[src/rtl/eth_fcs_crc32.sv]
// Streaming Ethernet FCS (CRC-32) calculator.
// Accumulates a reflected-input CRC-32 over the enabled bytes of each accepted beat, counts
// frame bytes (saturating) and flags keep-pattern framing errors. At end of frame it publishes
// FCS, length and error through a single-entry result register with a valid/ready handshake.
module eth_fcs_crc32 #(
    parameter int unsigned DATA_WIDTH = 64,
    parameter int unsigned KEEP_WIDTH = DATA_WIDTH / 8
) (
    input  logic                  clk156,
    input  logic                  eth_rst,
    input  logic [DATA_WIDTH-1:0] s_tdata,
    input  logic [KEEP_WIDTH-1:0] s_tkeep,
    input  logic                  s_tvalid,
    input  logic                  s_tlast,
    output logic                  s_tready,
    output logic [31:0]           res_fcs,
    output logic [15:0]           res_len,
    output logic                  res_err,
    output logic                  res_valid,
    input  logic                  res_ready
);

    localparam logic [31:0]           CrcPoly = 32'h04C11DB7;
    localparam logic [31:0]           CrcInit = 32'hFFFF_FFFF;
    localparam int unsigned           PopW    = $clog2(KEEP_WIDTH + 1);
    localparam logic [KEEP_WIDTH-1:0] KeepOne = KEEP_WIDTH'(1);
    localparam logic [KEEP_WIDTH-1:0] KeepAll = '1;

    if (!(DATA_WIDTH == 32 || DATA_WIDTH == 64) || KEEP_WIDTH != DATA_WIDTH / 8) begin : g_bad_width
        $error("eth_fcs_crc32: DATA_WIDTH must be 32 or 64 and KEEP_WIDTH = DATA_WIDTH/8");
    end

    typedef enum logic {StIdle, StAcc} state_e;

    function automatic logic [7:0] bit_reverse8(input logic [7:0] v);
        logic [7:0] r;
        for (int i = 0; i < 8; i++) r[i] = v[7-i];
        return r;
    endfunction

    function automatic logic [31:0] bit_reverse32(input logic [31:0] v);
        logic [31:0] r;
        for (int i = 0; i < 32; i++) r[i] = v[31-i];
        return r;
    endfunction

    // Non-reflected shift register fed with bit-reversed bytes, i.e. LSB of each byte first.
    function automatic logic [31:0] crc_byte(input logic [31:0] c, input logic [7:0] b);
        logic [31:0] s;
        logic [7:0]  d;
        logic        fb;
        s = c;
        d = bit_reverse8(b);
        for (int i = 7; i >= 0; i--) begin
            fb = s[31] ^ d[i];
            s  = {s[30:0], 1'b0};
            if (fb) s = s ^ CrcPoly;
        end
        return s;
    endfunction

    state_e      state_q, state_d;
    logic [31:0] crc_q, crc_d;
    logic [15:0] cnt_q, cnt_d;
    logic        err_q, err_d;
    logic        res_valid_q, res_valid_d;
    logic [31:0] res_fcs_q, res_fcs_d;
    logic [15:0] res_len_q, res_len_d;
    logic        res_err_q, res_err_d;

    logic            beat_acc;
    logic [31:0]     crc_base, crc_beat;
    logic [15:0]     cnt_base, cnt_beat;
    logic            err_base, beat_err, keep_contig;
    logic [PopW-1:0] pop;

    // A last beat may only enter when the result slot is free or being freed this cycle.
    assign s_tready = ~res_valid_q | res_ready | ~(s_tvalid & s_tlast);
    assign beat_acc = s_tvalid & s_tready;

    // Per-beat CRC, byte count and keep-pattern checks, starting from fresh values in idle.
    always_comb begin
        crc_base = (state_q == StIdle) ? CrcInit : crc_q;
        cnt_base = (state_q == StIdle) ? 16'h0000 : cnt_q;
        err_base = (state_q == StIdle) ? 1'b0 : err_q;
        crc_beat = crc_base;
        pop      = '0;
        for (int i = 0; i < KEEP_WIDTH; i++) begin
            if (s_tkeep[i]) begin
                crc_beat = crc_byte(crc_beat, s_tdata[8*i +: 8]);
                pop      = pop + PopW'(1);
            end
        end
        // Compare against headroom before adding so the counter can never wrap.
        cnt_beat    = (cnt_base > (16'hFFFF - 16'(pop))) ? 16'hFFFF : cnt_base + 16'(pop);
        keep_contig = ((s_tkeep & (s_tkeep + KeepOne)) == '0);
        beat_err    = (s_tkeep == '0) | ~keep_contig | (~s_tlast & (s_tkeep != KeepAll));
    end

    // Frame FSM and result-slot next state.
    always_comb begin
        state_d     = state_q;
        crc_d       = crc_q;
        cnt_d       = cnt_q;
        err_d       = err_q;
        res_valid_d = res_valid_q & ~res_ready;
        res_fcs_d   = res_fcs_q;
        res_len_d   = res_len_q;
        res_err_d   = res_err_q;
        if (beat_acc) begin
            if (s_tlast) begin
                res_valid_d = 1'b1;
                res_fcs_d   = bit_reverse32(~crc_beat);
                res_len_d   = cnt_beat;
                res_err_d   = err_base | beat_err;
                crc_d       = CrcInit;
                cnt_d       = 16'h0000;
                err_d       = 1'b0;
                state_d     = StIdle;
            end else begin
                crc_d   = crc_beat;
                cnt_d   = cnt_beat;
                err_d   = err_base | beat_err;
                state_d = StAcc;
            end
        end
    end

    // State registers with synchronous reset; an in-flight frame is simply dropped.
    always_ff @(posedge clk156) begin
        if (eth_rst) begin
            state_q     <= StIdle;
            crc_q       <= CrcInit;
            cnt_q       <= 16'h0000;
            err_q       <= 1'b0;
            res_valid_q <= 1'b0;
            res_fcs_q   <= 32'h0000_0000;
            res_len_q   <= 16'h0000;
            res_err_q   <= 1'b0;
        end else begin
            state_q     <= state_d;
            crc_q       <= crc_d;
            cnt_q       <= cnt_d;
            err_q       <= err_d;
            res_valid_q <= res_valid_d;
            res_fcs_q   <= res_fcs_d;
            res_len_q   <= res_len_d;
            res_err_q   <= res_err_d;
        end
    end

    assign res_valid = res_valid_q;
    assign res_fcs   = res_fcs_q;
    assign res_len   = res_len_q;
    assign res_err   = res_err_q;

endmodule

[config.mk]
export PLATFORM = sky130hd
export DESIGN_NAME = eth_fcs_crc32
export DESIGN_NICKNAME = d
export VERILOG_FILES = /design/src/rtl/eth_fcs_crc32.sv
export SDC_FILE = /design/constraint.sdc
export NUM_CORES = 1
export LEC_CHECK = 0
export ABC_CLOCK_PERIOD_IN_PS = 24900
export CAP_MARGIN = 30
export CORE_MARGIN = 3
export CORE_UTILIZATION = 30
export DETAILED_ROUTE_END_ITERATION = 10
export GPL_TIMING_DRIVEN = 0
export PLACE_DENSITY = 0.52
export SLEW_MARGIN = 40
export SYNTH_ARGS = -nofsm -noshare
export SYNTH_HDL_FRONTEND = slang
export SYNTH_SLANG_ARGS = --single-unit
[constraint.sdc]
create_clock -name clk156 -period 24.9 [get_ports clk156]
set_input_delay 4.98 -clock clk156 [delete_from_list [all_inputs] [get_ports clk156]]
set_output_delay 4.98 -clock clk156 [all_outputs]
set_load 0.01 [all_outputs]
* Yosys cells after proc, flatten, opt, wreduce, memory -nomap -nowiden *
Cells that the tools add are included.

storage, ports and cells
  output and inout port bits = 51
  bits in registers = 100
  bits of input ports = 77

operators by class
  magnitude comparators = 1
  equality and inequality tests = 1
  $add $sub $neg = 10
  reduce and logical (&&, ||, !) cells = 3
  bitwise operators = 144
  muxes and demuxes = 146

operators with widths
  kind                                                                number
  32-bit 2-to-1 mux                                                   66
  27-bit 2-to-1 mux                                                   64
  14-bit NOT                                                          64
  1-bit XOR                                                           64
  16-bit 2-to-1 mux                                                   3
  32-bit NOT                                                          1
  4-bit by 1-bit adder with 4-bit output (second input constant)      7
  4-bit 2-to-1 mux                                                    7
  16-bit by 4-bit adder with 16-bit output                            1
  16-bit > comparator                                                 1
  8-bit zero test                                                     2
  8-bit by 1-bit adder with 8-bit output (second input constant)      1
  8-bit AND                                                           1
  8-bit != test (second input constant)                               1
  1-bit 2-to-1 mux                                                    6
  1-bit by 5-bit subtractor with 6-bit output (first input constant)  1
  1-bit NOT                                                           5
  1-bit bitwise OR                                                    5
  1-bit AND                                                           4
  2-bit AND reduction                                                 1

* Longest topological paths before layout *
  depth in word-level cells = 194
  mapped depth = 37
  depth with buffers taken out = 29

* Worst setup path after synthesis *
No wires, ideal clock.

  path kind = input to register
  start = in s_tdata[2]
  end = reg res_fcs_q[19], in the netlist res_fcs[19]
  slack = 10.671 ns
  data arrival time = 14.097 ns
  setup time = 0.132 ns
  required time = 24.768 ns
  cell stages on the path = 31
  buffers on the path = 3
  path through = buf_2 > xor2_1 > nand3_1 > a211o_1 > a31oi_4 > xnor3_2 > xnor3_2 > mux2i_4 > xnor2_4 > nor4_1 > or4_1 > or4_1 > buf_4 > xnor2_4 > xnor3_1 > o21a_1 > buf_2 > xor2_1 > xnor3_2 > a21oi_4 > xnor2_4 > xnor3_1 > a21oi_4 > xnor2_2 > xnor3_1 > mux2_4 > xor2_4 > xor3_1 > xnor3_1 > nand3_1 > a21oi_1

between the ends
  longest elaborated chain between the ends = 142
  elaborated cells on any way between the ends = 237
  classes of those cells = 124 x mux; 113 x bitwise

RTL lines
  what                                                       line    text
  start: declaration                                         11      input logic [DATA_WIDTH-1:0] s_tdata,
  1-bit XOR (*)                                              55      fb = s[31] ^ d[i];
  27-bit 2-to-1 mux (*)                                      57      if (fb) s = s ^ CrcPoly;
  32-bit 2-to-1 mux (*)                                      89      if (s_tkeep[i]) begin
  14-bit NOT (no line) or 27-bit 2-to-1 mux (tied branches)  -
  27-bit 2-to-1 mux or 32-bit 2-to-1 mux (tied branches)     57, 89
  32-bit 2-to-1 mux (*)                                      89
  27-bit 2-to-1 mux or 14-bit NOT (tied branches)            -
  32-bit 2-to-1 mux (*)                                      89
  [... 126 more ...]                                         -
  32-bit 2-to-1 mux                                          89
  14-bit NOT (no line) or 1-bit XOR (tied branches)          -
  27-bit 2-to-1 mux                                          57
  32-bit 2-to-1 mux                                          89
  14-bit NOT (no line)                                       -
  27-bit 2-to-1 mux                                          57
  32-bit 2-to-1 mux (*)                                      89
  32-bit NOT (*)                                             113     res_fcs_d = bit_reverse32(~crc_beat);
  end signal: assignment                                     146     res_fcs_q <= res_fcs_d;
  end: declaration                                           67      logic [31:0] res_fcs_q, res_fcs_d;

Every way passes the cells marked *; elsewhere a longest branch is shown, timed or not. The select of a mux whose other input is x is not followed.
A chain may end at the register's enable or synchronous reset.

* Worst setup path in the final report *
  start = in s_tkeep[0]
  end = reg res_fcs_q[25], in the netlist res_fcs[25]

between the ends
  longest elaborated chain between the ends = 127
  elaborated cells on any way between the ends = 221
  classes of those cells = 113 x mux; 108 x bitwise

RTL lines
  what                                                        line  text
  start: declaration                                          12    input logic [KEEP_WIDTH-1:0] s_tkeep,
  32-bit 2-to-1 mux (*)                                       89
  branches (longest 17 deep; another with 32-bit 2-to-1 mux)  -
  32-bit 2-to-1 mux (*)                                       89
  branches (longest 13 deep; another with 32-bit 2-to-1 mux)  -
  32-bit 2-to-1 mux (*)                                       89
  32-bit 2-to-1 mux                                           89
  1-bit XOR                                                   55
  27-bit 2-to-1 mux                                           57
  [... 83 more ...]                                           -
  27-bit 2-to-1 mux                                           57
  32-bit 2-to-1 mux                                           89
  14-bit NOT (no line)                                        -
  27-bit 2-to-1 mux                                           57
  32-bit 2-to-1 mux                                           89
  27-bit 2-to-1 mux                                           57
  32-bit 2-to-1 mux (*)                                       89
  32-bit NOT (*)                                              113

Every way passes the cells marked *. The select of a mux whose other input is x is not followed.

==> flow_metrics.tcl <==
set metrics [dict create \
    tightest_slew_ns 0.853 \
    insertion_delay_ns 0.35 \
    clockBufferDepth 2 \
    place_area_um2 19700 \
    slowest_stage "xnor3_2" \
    met1_length_um 30500 \
    hold_violations 0 \
    path_class "in -> reg" \
    route.met3.wl_um 3750 \
    core_um2 57800 \
    cp_max_fo 10 \
    endpoint_kind "flip-flop" \
    wl_met2_um 32500 \
    postLayoutCellArea_um2 20000 \
    yosysMostFrequentCell "xnor2_1" \
    cts_buffers 9 \
    area_delta_synth_final_pct 13.9 \
    crit_required_ns 25.12 \
    fmax_ghz 0.0587 \
    cts_tree "built" \
    hold_class "reg -> reg" \
    ys.flop_type "dfxtp_1" \
    yosys.area.top_type_share_pct 15.4 \
    wl_per_cell_um 22.4 \
    wl_um 68600 \
    period_minus_slack_ns 17.04 \
    dr.pass1.iters 6 \
    ctsRootBufferMaster "clkbuf_16" \
    cap_viol_max_count 0 \
    synth-edff-count 0 \
    placed_cells 3046 \
    clkSinkCount 100 \
    vias 16747 \
    netlist_instances 2164 \
    cts_resized 0 \
    drc 0 \
    die_x_um 248 \
    final_layout_size_suffix_gt1_share_pct 7.31 \
    antenna_found_initial 0 \
    status "completed" \
    fp.dieArea_um2 61400 \
    dpl.hpwl_um 56500 \
    drt_iter0_drc 1154 \
    grt_pass1_wl_um 102000 \
    synth_cell_types 110 \
    rsz0062_at_grt "no" \
    synth_commonest_cells "xnor2_1, nor2_1, nand2_1, a21oi_1, xor2_1" \
    async_reset_ff_share_pct 0 \
    ant_nets 0 \
    gp_congestion 0.935 \
    skew_ns 0.0106 \
    viasPerCell 5.47 \
    rows 88 \
    cp-start-kind "primary input" \
    synth_area_leaders "xnor2_1, dfxtp_1, xnor3_1" \
    critPathMaxStageDelay_ns 0.71 \
    synth_warnings 0 \
    grt-ovfl-total 0 \
    tns_ns 0 \
    max_slew_margin_pct 41.5 \
    slew_viol_final 0 \
    crit_top_cell "buf_2" \
    start_util_pct 30.4 \
    synth_area_um2 17600 \
    io_pins 128 \
    htree_levels 3 \
    cts.clk_slew.worst_paths_ns 0.07 \
    grt_pass1_vias 16301 \
    synth_top_area_cell "xnor2_1" \
    critical_path_arrival_ns 17.26 \
    nNetsFinal 2383 \
    finalCritPeriodShare_pct 68.4 \
    ctsHoldBuffers 0 \
    synth_area_per_cell_um2 8.11 \
    track_usage_pct 21.7 \
    io_buffers 117 \
    ys_ff_latch 100 \
    antenna_cells 0 \
    finalSetupViolations 0 \
    die_h_um 248 \
    synth.net_count 2255 \
    topRoutingLayerUsed "met4" \
    finalNonFillerCells 3062 \
    grt_max_degree 18 \
    fin_util_pct 34.6 \
    seq_area_frac_synth_pct 11.4 \
    post_cts_buffers 0 \
]
==> routing by layer <==
metal  track usage (%)  vias to the layer above
met5                 0                        -
met4              5.27                        0
met3              2.17                       83
met2              36.9                      557
met1              29.5                     8185
li1                  -                     7922
==> layout make-up <==
class | instances | area, um2
buffer | 142 | 612
clock buffer | 11 | 243
clock inverter | 5 | 41.3
fill | 6041 | 37800
inverter | 34 | 128
multi-input combinational | 1888 | 14800
sequential | 100 | 2000
tap | 765 | 957
timing repair buffer | 117 | 1170
==> kinds of logic (layout without fill, tap and decap cells) <==
| logic type | after synthesis | after routing | share of synthesized area [%] |
|---|---|---|---|
| simple gates | 699 | 699 | 19.3 |
| xor+xnor | 565 | 565 | 37.5 |
| compound gates | 495 | 495 | 19.5 |
| buf+inv | 176 | 309 | 4.21 |
| mux | 115 | 115 | 7.09 |
| flops | 100 | 100 | 11.4 |
| fa+ha+maj | 14 | 14 | 1.04 |
==> flip-flops by register name, summed over array words and instances (netlist names) <==
signal and cells:
err_q 1, res_valid 1, crc_q 32, res_err 1, state_q 1, cnt_q 16
res_len 16, res_fcs 32
==> cell usage in the layout, fill, tap and decap left out, types with 49 or more instances in the layout <==
cell | Yosys | final
xor2_1 | 136 | 136
clkbuf_1 | 81 | 82
xnor3_1 | 71 | 71
dfxtp_1 | 100 | 100
o21ai_0 | 65 | 65
nor3_1 | 50 | 49
nand3_1 | 52 | 52
clkdlybuf4s50_1 | 0 | 117
xnor2_1 | 309 | 309
nand2_1 | 172 | 172
a21oi_1 | 163 | 163
nor2_1 | 222 | 222
mux2i_1 | 84 | 83
==> critical path: cells and delay by family <==
| kind | cells | cell delay [ns] |
|---|---|---|
| AOI/OAI and AO/OA | 8 | 2.25 |
| xor gates and xnor gates | 12 | 4.45 |
| buffers and inverters | 8 | 2.54 |
| muxes | 3 | 1.39 |
| and+or+nand+nor | 4 | 1.60 |
==> path summary, 6_finish.rpt <==
kind / depth (start not counted) / startpoint / slack [ns] / to
max: 35 / s_tkeep[0] / 7.86 / res_fcs[25]
min: 2 / res_fcs[29] / 0.46 / res_fcs[29]
max reg2reg: 32 / state_q / 12.67 / res_fcs[25]
min reg2reg: 2 / res_fcs[29] / 0.46 / res_fcs[29]
==> stage by stage <==
| step | hold slack [ns] | worst slack [ns] |
|---|---|---|
| final | 0.455 | 7.86 |
| after global routing | 0.493 | 7.63 |
| after CTS | 0.457 | 8.17 |
| after detailed placement | 0.447 | 7.83 |
| after global placement | 0.446 | 7.82 |
| after floorplan | 0.437 | 10.67 |
Power is not shown: default switching activity piles up to over one toggle a cycle in this logic, so the estimate is an artifact.
